===== src/rtl/sync_fifo_param.sv =====
// ---------------------------------------------------------------------------
// sync_fifo_param
//   Single-clock FIFO with parameterised width and depth, and a choice of read
//   mode: registered, or first-word-fall-through (FWFT). It has almost-full
//   and almost-empty thresholds, an occupancy count, sticky overflow and
//   underflow flags, and a synchronous flush.
//
// Parameters
//   WIDTH     data word width in bits (>= 1)
//   DEPTH     number of entries (power of two, >= 2)
//   FWFT      0: registered read, 1: head word shown combinationally
//   AF_LEVEL  almost_full  when count >= AF_LEVEL
//   AE_LEVEL  almost_empty when count <= AE_LEVEL
//
// Ports
//   clock         rising-edge clock
//   rst           asynchronous reset, active low
//   flush         synchronous clear of the pointers and count
//   err_clr       synchronous clear of the sticky error flags
//   wr / din      write request and write data
//   rd / dout     read request and read data
//   full, empty, almost_full, almost_empty   status flags, decoded from count
//   count         occupancy, 0..DEPTH
//   overflow      sticky: a write was rejected
//   underflow     sticky: a read was rejected
// ---------------------------------------------------------------------------
module sync_fifo_param #(
    parameter int WIDTH    = 8,
    parameter int DEPTH    = 16,
    parameter int FWFT     = 0,
    parameter int AF_LEVEL = DEPTH - 2,
    parameter int AE_LEVEL = 2
) (
    input  logic                       clock,
    input  logic                       rst,
    input  logic                       flush,
    input  logic                       err_clr,
    input  logic                       wr,
    input  logic [WIDTH-1:0]           din,
    input  logic                       rd,
    output logic [WIDTH-1:0]           dout,
    output logic                       full,
    output logic                       empty,
    output logic                       almost_full,
    output logic                       almost_empty,
    output logic [$clog2(DEPTH):0]     count,
    output logic                       overflow,
    output logic                       underflow
);

    localparam int AW = $clog2(DEPTH);
    localparam int CW = AW + 1;

    localparam logic [CW-1:0] DEPTH_C = CW'(DEPTH);
    localparam logic [CW-1:0] AF_C    = CW'(AF_LEVEL);
    localparam logic [CW-1:0] AE_C    = CW'(AE_LEVEL);

    // Storage. It has no reset, so it can map onto RAM.
    logic [WIDTH-1:0] mem [DEPTH];

    logic [AW-1:0] wptr_q, wptr_d;
    logic [AW-1:0] rptr_q, rptr_d;
    logic [CW-1:0] count_q, count_d;
    logic          ovf_q, ovf_d;
    logic          udf_q, udf_d;

    logic wr_acc, rd_acc;
    logic ovf_set, udf_set;

    // ------------------------------------------------------------------
    // Status flags. They decode from count alone, so they update on the
    // same edge as count.
    // ------------------------------------------------------------------
    assign full         = (count_q == DEPTH_C);
    assign empty        = (count_q == '0);
    assign almost_full  = (count_q >= AF_C);
    assign almost_empty = (count_q <= AE_C);
    assign count        = count_q;
    assign overflow     = ovf_q;
    assign underflow    = udf_q;

    // ------------------------------------------------------------------
    // Accept logic, from the state before the edge. A write into a full
    // FIFO is allowed when a read leaves the same cycle. The read takes the
    // old word at rptr and the write puts the new word in the same slot.
    // While flushing, both requests are ignored and raise no error.
    // ------------------------------------------------------------------
    assign wr_acc  = wr & ~flush & (~full | rd);
    assign rd_acc  = rd & ~flush & ~empty;

    assign ovf_set = wr & ~flush & ~wr_acc;
    assign udf_set = rd & ~flush & ~rd_acc;

    always_comb begin
        wptr_d  = wptr_q;
        rptr_d  = rptr_q;
        count_d = count_q;
        if (flush) begin
            wptr_d  = '0;
            rptr_d  = '0;
            count_d = '0;
        end else begin
            // The pointers are exactly AW bits wide, so DEPTH-1 wraps to 0.
            if (wr_acc) wptr_d = wptr_q + AW'(1);
            if (rd_acc) rptr_d = rptr_q + AW'(1);
            if (wr_acc && !rd_acc)      count_d = count_q + CW'(1);
            else if (rd_acc && !wr_acc) count_d = count_q - CW'(1);
        end
    end

    // A new error event takes priority over a clear in the same cycle.
    always_comb begin
        ovf_d = ovf_set | (ovf_q & ~err_clr);
        udf_d = udf_set | (udf_q & ~err_clr);
    end

    always_ff @(posedge clock or negedge rst) begin
        if (!rst) begin
            wptr_q  <= '0;
            rptr_q  <= '0;
            count_q <= '0;
            ovf_q   <= 1'b0;
            udf_q   <= 1'b0;
        end else begin
            wptr_q  <= wptr_d;
            rptr_q  <= rptr_d;
            count_q <= count_d;
            ovf_q   <= ovf_d;
            udf_q   <= udf_d;
        end
    end

    always_ff @(posedge clock) begin
        if (wr_acc) mem[wptr_q] <= din;
    end

    // ------------------------------------------------------------------
    // Read data path
    // ------------------------------------------------------------------
    if (FWFT == 0) begin : g_reg_read
        logic [WIDTH-1:0] dout_q;

        // The read samples the array before the write, so a read and a
        // write to the same slot (full FIFO) return the old word. dout
        // holds between reads, and also through a flush.
        always_ff @(posedge clock or negedge rst) begin
            if (!rst)        dout_q <= '0;
            else if (rd_acc) dout_q <= mem[rptr_q];
        end

        assign dout = dout_q;
    end else begin : g_fwft_read
        // The head word is shown whenever data is held. Reset clears count,
        // so dout returns to zero at once, without waiting for a clock edge.
        assign dout = empty ? '0 : mem[rptr_q];
    end

endmodule


===== config.mk =====
export PLATFORM = sky130hd
export DESIGN_NAME = sync_fifo_param
export DESIGN_NICKNAME = d
export VERILOG_FILES = /design/src/rtl/sync_fifo_param.sv
export SDC_FILE = /design/constraint.sdc
export NUM_CORES = 1
export LEC_CHECK = 0
export CORE_MARGIN = 2
export CORE_UTILIZATION = 54
export CTS_CLUSTER_DIAMETER = 200
export DETAILED_ROUTE_END_ITERATION = 12
export PLACE_DENSITY = 0.76
export SLEW_MARGIN = 20
export SYNTH_ARGS = -nofsm -noshare
export SYNTH_HDL_FRONTEND = slang
export SYNTH_SLANG_ARGS = --single-unit

===== constraint.sdc =====
create_clock -name clock -period 2.35 [get_ports clock]
set_input_delay 0.47 -clock clock [delete_from_list [all_inputs] [get_ports clock]]
set_output_delay 0.47 -clock clock [all_outputs]
set_load 0.1 [all_outputs]

==> results by group <==
Run status
  – Status: complete, but fails checks
  – Failing checks: negative setup slack

Timing
  – Final setup margin: -103.1 ps
  – Final setup fails: 9
  – Final Hold Fails: 0
  – Max_slew headroom: 0.4361
  – Hold WS: 441.4 ps
  – Min Tclk post-route: 2453 ps
  – Measured slew at the worst slew-check pin: 845.9 ps
  – Maximum clock frequency: 0.4077 GHz
  – Max Slew Vio Count: 0
  – Final Skew: 6.027 ps
  – Tcrit/Tclk final: 1.044
  – RSZ-0062 raised after global routing: yes

Layout
  – Util after Layout: 0.6992
  – Layout Nets: 458
  – Synth-to-layout area growth: 26.63%
  – Inserted Diodes: 0
  – FILL cells: 742
  – Area of the multi-input gates: 1839 µm²
  – FF/Latch Area: 4434 µm²
  – Fraction of final layout cells sized beyond drive strength 1: 0.3400
  – Non-Filler Instances: 590

Power and ir drop
  – Power per standard cell area: 1116 nW/µm²
  – Peak VDD IR: 1.793 mV
  – Total power: 8909 µW
  – Pleak: 0.002755 µW

Yosys
  – Predominant post-synthesis flop cell: edfxtp_1
  – Synth Warn #: 0
  – Share of the synthesized area in the top cell type: 0.6096
  – Asr flop ratio synth: 0.1523
  – EDFF count, synth: 128
  – Top post-synthesis cells by area: edfxtp_1, mux4_2, dfrtp_1, mux2i_1, ha_1
  – Synth Cell Area: 6305 µm²
  – Synth Net Count: 372
  – FF+latch count, synth: 151
  – Synthesized area per cell: 18.12 µm²
  – Register area share after synthesis: 0.7009
  – Number of distinct library cells after synthesis: 49
  – Synth area leader: edfxtp_1
  – Synth Instances: 348

Floorplan
  – Placeable Area: 11,420 µm²
  – Cell Rows: 39
  – Io pins: 33
  – Die X: 112.1 µm
  – Die height: 112.1 µm
  – Starting density of the core: 0.5522
  – Die ar.: 12,560 µm²

Placed design
  – DP Wirelength: 8.839 mm
  – Buffers on Ports: 32
  – Post-Place Cells: 551
  – GP Congestion: 0.8745

Critical path
  – Critical path startpoint category: flip-flop
  – Crit Path Class: reg -> out
  – Reg2reg path depth: 7
  – Crit-path max FO: 3
  – Crit end category: primary output
  – Arr. time, crit path: 1980 ps
  – CP required: 1880 ps

Detailed routing
  – Total number of vias: 3,562
  – Drt drc: 0
  – Vias per inst: 6.037
  – Initial DRC count: 257
  – Drt pass-1 iters: 5
  – Antenna Nets Post-Route: 0
  – Routed len/inst: 23.16 µm
  – Final WL: 13.66 mm

CTS
  – TritonCTS Buffers: 17
  – Max Buffers Root-to-Sink: 2
  – Number of hold buffers added after CTS: 0
  – Clock transition at path regs: 60 ps
  – CTS Sinks: 151
  – Skew-Pair Late Insertion Delay: 420 ps
  – CTS tree: yes
  – Max H-tree Level: 4
  – Root buffer cell: clkbuf_16

Run
  – Max Cap Violations: 0

GRT
  – Grt ovf: 0
  – Largest net degree at the start of global routing: 27
  – Gr usage total: 0.2361
  – First-pass GRT wire length: 21.47 mm
  – Vias in the first global route: 3,806
  – Initial antenna violation count: 0

Hold path
  – Hold/Removal Path Class: in -> async
==> cell families (layout without fill, tap and decap cells) <==
| logic type | count (synthesis) | after routing | share of synthesized area |
|---|---|---|---|
| AND/OR/NAND/NOR | 61 | 61 | 0.05537 |
| buffers and inverters | 25 | 124 | 0.01866 |
| adder cells (fa/ha/maj) | 10 | 10 | 0.02104 |
| AO/OA/AOI/OAI | 44 | 44 | 0.05120 |
| multiplexers | 50 | 50 | 0.1431 |
| flip-flops | 151 | 151 | 0.7009 |
| XOR/XNOR | 7 | 7 | 0.009724 |
==> registers in the layout, summed over array words and instances (netlist names) <==
signal,count
count,5
dout,8
mem,128
overflow,1
rptr_q,4
underflow,1
wptr_q,4
==> through the flow <==
stage	setup TNS, ps	area [µm²]	setup WS, ps
detailed placement	-7194	7345	-140.8
global placement	-4918	7345	-119.0
CTS	-277.0	7966	-159.0
global route	-1235	7984	-155.9
finish	-338.6	7984	-103.1
floorplan	-257.7	6387	-104.0
==> synth_stat cells (6+ instances only) <==
master / number
edfxtp_1: 128
mux4_2: 32
dfrtp_1: 23
mux2i_1: 17
and2_1: 13
nand2_1: 11
buf_2: 10
a21oi_1: 9
ha_1: 9
nor2_1: 8
o221ai_1: 8
inv_1: 7
nand3_1: 7
o21ai_0: 6
==> area by class of cell <==
class	instances	share of cell area
Tap cell	143	0.02241
Clock inverter	10	0.01316
Multi-Input combinational cell	172	0.2304
Inverter	7	0.003291
Clock buffer	22	0.05814
Timing Repair Buffer	85	0.1172
Sequential cell	151	0.5554
==> report_power, final <==
| part | total, µW | internal (µW) | switching (µW) | leakage, µW |
|---|---|---|---|---|
| Sequential | 3240 | 3070 | 161 | 0.00145 |
| Combinational | 3090 | 1140 | 1960 | 0.00104 |
| Clock | 2580 | 1600 | 977 | 0.000273 |
==> metal layers <==
| metal | track usage | vias to the layer above | share of wire |
|---|---|---|---|
| met5 | 0 | - | 0 |
| met4 | 0.08780 | 0 | 0.019 |
| met2 | 0.3895 | 143 | 0.52 |
| met3 | 0.06425 | 22 | 0.068 |
| li1 | - | 1591 | - |
| met1 | 0.3057 | 1806 | 0.40 |
==> what timing repair did <==
item / CTS / global route
resized for setup: 4 / 1
pin swaps: 2 / 4
endpoints found under the hold margin: 0 / 0
endpoints found under the setup margin: 2 / 64
buffers inserted: 5 / 2
==> worst max-delay path, cell delays in order, from the launching register on <==
cell	delay (ps)
dfrtp_4	480
buf_8	120
or4_4	520
buf_8	150
nor2_4	100
buf_12	180
==> path summary, 6_finish.rpt <==
path | from | endpoint | slack [ps]
setup / recovery | count[0] | empty | -100
hold / removal | rst | count[1] | 440
setup reg to reg | count[0] | dout[1] | -40
hold reg to reg | underflow | underflow | 510
max in group asynchronous | rst | count[2] | 1620
min in group clock | underflow | underflow | 510
==> cell usage in the layout, fill, tap and decap left out, drive strengths merged, types with 3 or more instances in the layout <==
master / netlist / layout
xnor2: 5 / 5
and4: 5 / 5
dfrtp: 23 / 23
ha: 9 / 9
o21ai: 9 / 9
edfxtp: 128 / 128
nand2b: 3 / 3
nor2: 8 / 8
clkdlybuf4s50: 0 / 13
mux2i: 17 / 17
clkbuf: 5 / 22
o221ai: 8 / 8
inv: 7 / 7
and2: 13 / 13
nand3: 7 / 7
clkinv: 0 / 6
mux4: 32 / 32
a21oi: 9 / 9
o211ai: 5 / 5
buf: 13 / 72
nand2: 11 / 11
nor2b: 3 / 3
(Power assumes the default switching activity.)
